`src/rtl/left_shifter_seq_if.sv`:
```
// Purpose : request/response bundle for the sequential 64-bit left shifter.
// Ports   : request side  in_valid/in_ready, a (64), b (6), word (1)
//           response side out_valid/out_ready, s (64)
// master = requester/consumer, slave = the shifter itself.
interface left_shifter_seq_if;
    logic        in_valid;
    logic        in_ready;
    logic [63:0] a;
    logic [5:0]  b;
    logic        word;
    logic        out_valid;
    logic        out_ready;
    logic [63:0] s;

    modport master (
        output in_valid, a, b, word, out_ready,
        input  in_ready, out_valid, s
    );

    modport slave (
        input  in_valid, a, b, word, out_ready,
        output in_ready, out_valid, s
    );
endinterface

```
`src/rtl/left_shifter_seq.sv`:
```
// Purpose : 64-bit logical left shift (SLL / SLLW) done as a 6-stage barrel, one stage per clock.
// Latency : accept edge + 6 SHIFT edges; out_valid rises on the 7th edge counting the accept edge.
// Backpr. : one request in flight; in_ready low until the result is taken; DONE holds s until out_ready.
// Ports   : clk, reset (async, active-high), io_bus (slave modport of left_shifter_seq_if).
module left_shifter_seq (
    input  logic                    clk,
    input  logic                    reset,
    left_shifter_seq_if.slave       io_bus
);

    localparam logic [1:0] ST_IDLE  = 2'd0;
    localparam logic [1:0] ST_SHIFT = 2'd1;
    localparam logic [1:0] ST_DONE  = 2'd2;

    localparam logic [2:0] LAST_STAGE = 3'd5;

    logic [1:0]  r_state;
    logic [2:0]  r_stage;
    logic [63:0] r_work;
    logic [5:0]  r_b;
    logic        r_word;

    logic [5:0]  w_stage_amt;
    logic [63:0] w_shifted;
    logic [63:0] w_sllw;
    logic [63:0] w_result;
    logic        w_accept;
    logic        w_release;

    // Stage k moves the word by 2^k when bit k of the amount is set, so six
    // stages cover every amount 0..63 in a fixed number of cycles.
    assign w_stage_amt = 6'd1 << r_stage;
    assign w_shifted   = r_b[r_stage] ? (r_work << w_stage_amt) : r_work;

    // Bits above 31 of the working register never reach the low word during
    // a left shift, so the word result is just the low half sign-extended.
    assign w_sllw   = {{32{r_work[31]}}, r_work[31:0]};
    assign w_result = r_word ? w_sllw : r_work;

    assign w_accept  = (r_state == ST_IDLE) && io_bus.in_valid;
    assign w_release = (r_state == ST_DONE) && io_bus.out_ready;

    always_ff @(posedge clk or posedge reset) begin
        if (reset) begin
            r_state <= ST_IDLE;
            r_stage <= 3'd0;
            r_work  <= 64'd0;
            r_b     <= 6'd0;
            r_word  <= 1'b0;
        end else begin
            case (r_state)
                ST_IDLE: begin
                    if (w_accept) begin
                        r_work  <= io_bus.a;
                        // Word mode only honours a 5-bit amount.
                        r_b     <= {io_bus.b[5] & ~io_bus.word, io_bus.b[4:0]};
                        r_word  <= io_bus.word;
                        r_stage <= 3'd0;
                        r_state <= ST_SHIFT;
                    end
                end
                ST_SHIFT: begin
                    r_work <= w_shifted;
                    if (r_stage == LAST_STAGE) begin
                        r_stage <= 3'd0;
                        r_state <= ST_DONE;
                    end else begin
                        r_stage <= r_stage + 3'd1;
                    end
                end
                ST_DONE: begin
                    if (w_release) begin
                        r_work  <= 64'd0;
                        r_state <= ST_IDLE;
                    end
                end
                default: begin
                    r_stage <= 3'd0;
                    r_work  <= 64'd0;
                    r_state <= ST_IDLE;
                end
            endcase
        end
    end

    assign io_bus.in_ready  = (r_state == ST_IDLE);
    assign io_bus.out_valid = (r_state == ST_DONE);
    // Gate the result so nothing stale is visible outside DONE.
    assign io_bus.s         = (r_state == ST_DONE) ? w_result : 64'd0;

    // Only three encodings are ever legal.
    a_state_legal: assert property (@(posedge clk) disable iff (reset)
        r_state != 2'd3);

    // The stage counter is only non-zero while shifting.
    a_stage_idle: assert property (@(posedge clk) disable iff (reset)
        (r_state != ST_SHIFT) |-> (r_stage == 3'd0));

endmodule

```
`src/flat_wrapper.sv`:
```
// flat-port wrapper written by rule: the top's interface ports become plain ports
module left_shifter_seq_flat 
  (clk, reset, io_bus_in_valid, io_bus_a, io_bus_b, io_bus_word, io_bus_out_ready, io_bus_in_ready, io_bus_out_valid, io_bus_s);
  left_shifter_seq_if io_bus_i ();
  input  logic clk;
  input  logic reset;
  input wire logic [$bits(io_bus_i.in_valid)-1:0] io_bus_in_valid;
  input wire logic [$bits(io_bus_i.a)-1:0] io_bus_a;
  input wire logic [$bits(io_bus_i.b)-1:0] io_bus_b;
  input wire logic [$bits(io_bus_i.word)-1:0] io_bus_word;
  input wire logic [$bits(io_bus_i.out_ready)-1:0] io_bus_out_ready;
  output wire logic [$bits(io_bus_i.in_ready)-1:0] io_bus_in_ready;
  output wire logic [$bits(io_bus_i.out_valid)-1:0] io_bus_out_valid;
  output wire logic [$bits(io_bus_i.s)-1:0] io_bus_s;
  assign io_bus_i.in_valid = io_bus_in_valid;
  assign io_bus_i.a = io_bus_a;
  assign io_bus_i.b = io_bus_b;
  assign io_bus_i.word = io_bus_word;
  assign io_bus_i.out_ready = io_bus_out_ready;
  assign io_bus_in_ready = io_bus_i.in_ready;
  assign io_bus_out_valid = io_bus_i.out_valid;
  assign io_bus_s = io_bus_i.s;
  left_shifter_seq u_core (.clk(clk), .reset(reset), .io_bus(io_bus_i));
endmodule
```
`config.mk`:
```
export PLATFORM = sky130hd
export DESIGN_NAME = left_shifter_seq_flat
export DESIGN_NICKNAME = d
export VERILOG_FILES = /design/src/rtl/left_shifter_seq_if.sv /design/src/rtl/left_shifter_seq.sv /design/src/flat_wrapper.sv
export SDC_FILE = /design/constraint.sdc
export NUM_CORES = 1
export LEC_CHECK = 0
export CORE_UTILIZATION = 30
export DETAILED_ROUTE_END_ITERATION = 10
export HOLD_SLACK_MARGIN = 0.15
export PLACE_DENSITY_LB_ADDON = 0.08
export SETUP_SLACK_MARGIN = 0.02
export SYNTH_ARGS = -nofsm -noshare
export SYNTH_HDL_FRONTEND = slang
export SYNTH_SLANG_ARGS = --single-unit
```
`constraint.sdc`:
```
create_clock -name clk -period 6.9 [get_ports clk]
set_input_delay 1.035 -clock clk [delete_from_list [all_inputs] [get_ports clk]]
set_output_delay 1.035 -clock clk [all_outputs]
set_load 0.05 [all_outputs]
```
==> impl_metrics.py <==
metrics = {
    "logic_synthesis": {
        "avgSynthCellArea_um2": 7.48,
        "ys_seq_area_share_pct": 24.0,
        "yosysUniqueCellTypes": 70,
        "ys.warnings.count": 0,
        "synth_enable_flop_cells": 0,
        "synthFlopType": "dfrtp_1",
        "syn_area_um2": 7930,
        "synthesis.nets": 1135,
        "postSynthCellCount": 1059,
        "ys_ff_latch": 76,
        "synthArstFlopShare_pct": 100,
    },
    "power_and_ir_drop": {
        "p_per_area_nw_per_um2": 602,
        "leakage_nw": 3.68,
        "internal_power_w": 0.00233,
        "combPwrFrac_pct": 70.3,
        "swShare_pct": 59.9,
        "seqPwrFrac_pct": 20.7,
        "power.switching_w": 0.00348,
        "power_w": 0.00581,
        "vdd_drop_max_mv": 0.352,
        "pwr-share-clk_pct": 9.0,
    },
    "drt": {
        "via_per_inst": 6.19,
        "routedWlPerCell_um": 27.3,
        "first_pass_iters": 6,
        "num_vias": 9056,
        "drt_iter0_markers": 1126,
        "drc": 0,
        "routed_wl_um": 40000,
        "drtAntennaViolNets": 0,
    },
    "global_routing": {
        "grt.total_usage_pct": 29.7,
        "grt_max_degree": 70,
        "grt_pass1_wl_um": 58700,
        "grt_pass1_vias": 8458,
        "gr-total-overflow": 0,
        "antenna_found_initial": 1,
    },
    "cts": {
        "clock_path_buffers": 2,
        "clock-root-buffer": "clkbuf_16",
        "ctsHoldBuffers": 0,
        "post-cts-setup-buffers": 0,
        "cts_buffers": 9,
        "clkTransAtPathRegs_ps": 70,
        "clock_latency_ps": 360,
        "cts_htree_levels": 3,
        "clock_sinks": 76,
        "cts_tree": "yes",
        "cts_resized": 0,
    },
    "final_layout": {
        "nNetsFinal": 1199,
        "diodes": 0,
        "final_cell_mix": "clkdlybuf4s50_1 (140), nand2_1 (118), a21oi_1 (117)",
        "area_growth_pct": 21.8,
        "final_cells": 1463,
        "final_common_cell": "clkdlybuf4s50_1",
        "fillCellCount": 2809,
        "fin_area_um2": 9650,
        "drive_above_1_share_pct": 6.83,
    },
    "sta": {
        "fin_skew_ps": 15.3,
        "slew_viol_final": 0,
        "fmax_mhz": 222,
        "relSlewSlack_pct": 25.5,
        "finalHoldViolCount": 0,
        "fin_crit_ps": 4510,
        "worstMarginPinSlew_ps": 1110,
        "min_period_over_period_pct": 65.3,
        "setup_violations": 0,
        "rsz0062_at_grt": "false",
        "fin_tns_setup_ps": 0,
    },
    "setup_path": {
        "critPathLaunchType": "register",
        "endpoint_kind": "output port",
        "cp_max_fo": 40,
        "critPathMaxStageDelay_ps": 800,
        "worstSetupPathType": "register to output port",
        "cp.required_ps": 5860,
        "cpMaxStageDelayCell": "clkdlybuf4s50_1",
        "cp.arrival_ps": 3470,
        "path_cells": "nand2b_2 -> inv_1 -> and2_1 -> clkdlybuf4s50_1",
    },
    "placed_design": {
        "dpl-instance-area_um2": 9350,
        "portBuffers": 140,
        "hpwlAfterDp_um": 27900,
        "dp_cells": 1447,
        "gp_congestion": 0.914,
    },
    "die": {
        "dieArea_um2": 27100,
        "rows": 59,
        "num_io_pins": 141,
        "core_um2": 26000,
        "start_util_pct": 30.5,
        "die_y_um": 165,
        "die_x_um": 165,
    },
    "run_status": {
        "run_status": "completed",
    },
    "min_path": {
        "hold_path.class": "register to register",
    },
    "job": {
        "maxCapViolCount": 0,
    },
}
-- stage by stage --
step                util, %  hold slack [ps]  setup slack, ps
detailed placement     36.0              467             2730
finish                 37.2              480             2390
floorplan                 -              438             3860
global route           37.2              500             2150
CTS                    37.2              486             2340
global placement       36.0              457             2810
-- worst max-delay path: cells and delay by family (launching register included) --
kind                   cells  cell delay [ps]
buffers and inverters      2             1550
AND/OR/NAND/NOR            2              860
flip-flops                 1              680
-- logic make-up after synthesis --
logic type,Yosys count,synth area share (%)
compound gates,398,33.9
mux,73,9.82
buf+inv,130,8.59
flops,76,24.0
simple gates,381,23.5
fa+ha+maj,1,0.158
-- metal layers --
layer / global-route usage (%) / wire length [um]
met5: 0 / 0
met1: 43.1 / 18100
met2: 44.8 / 17400
met4: 8.34 / 1060
met3: 5.00 / 3450
-- path summary, 6_finish.rpt --
path / slack [ps] / end / depth (start not counted) / start
max: 2390 / io_bus_s[3] / 4 / u_core.r_state[1]
max reg2reg: 2930 / u_core.r_work[62] / 9 / u_core.r_stage[1]
min reg2reg: 480 / u_core.r_b[4] / 2 / u_core.r_b[4]
min in group asynchronous: 1070 / u_core.r_work[22] / 2 / reset
min: 480 / u_core.r_b[4] / 2 / u_core.r_b[4]
max in group asynchronous: 4720 / u_core.r_work[45] / 3 / reset
-- area by class of cell --
class                      instances  area, um2  share of cell area [%]
clock buffer                      10        229                    2.37
clock inverter                     6       71.3                   0.739
inverter                          21       80.1                   0.829
multi-input combinational        853       5380                    55.7
sequential                        76       1910                    19.8
tap                              335        419                    4.34
timing repair buffer             162       1570                    16.2
-- cells in the mapped netlist, types with 16 or more instances --
master / n / area share (%)
nand2_1: 119 / 5.6
a21oi_1: 117 / 7.4
nor2_1: 77 / 3.6
dfrtp_1: 76 / 24
o21ai_0: 71 / 4.5
mux2i_1: 62 / 7.8
nand2b_1: 46 / 3.6
clkbuf_1: 42 / 2.0
a221oi_1: 36 / 4.0
a22oi_1: 36 / 3.4
nor3_1: 35 / 2.2
buf_2: 34 / 2.1
and2_1: 32 / 2.5
nor2b_1: 29 / 2.3
inv_1: 18 / 0.85
a22o_1: 17 / 1.9
buf_4: 16 / 1.5
-- state kept, by name (all words and copies together), names as in the netlist --
signal,flops
u_core.r_work,64
u_core.r_b,6
u_core.r_stage,3
u_core.r_state,2
u_core.r_word,1
-- power groups by stage --
stage | logic (W) | clock network [W] | registers (W)
floorplan | 0.00290 | 0 | 0.000891
global placement | 0.00399 | 0 | 0.00119
detailed placement | 0.00398 | 0 | 0.00118
CTS | 0.00399 | 0.000527 | 0.00118
global route | 0.00436 | 0.000540 | 0.00122
finish | 0.00409 | 0.000522 | 0.00120
No activity file was read; power rests on OpenSTA's default activity.
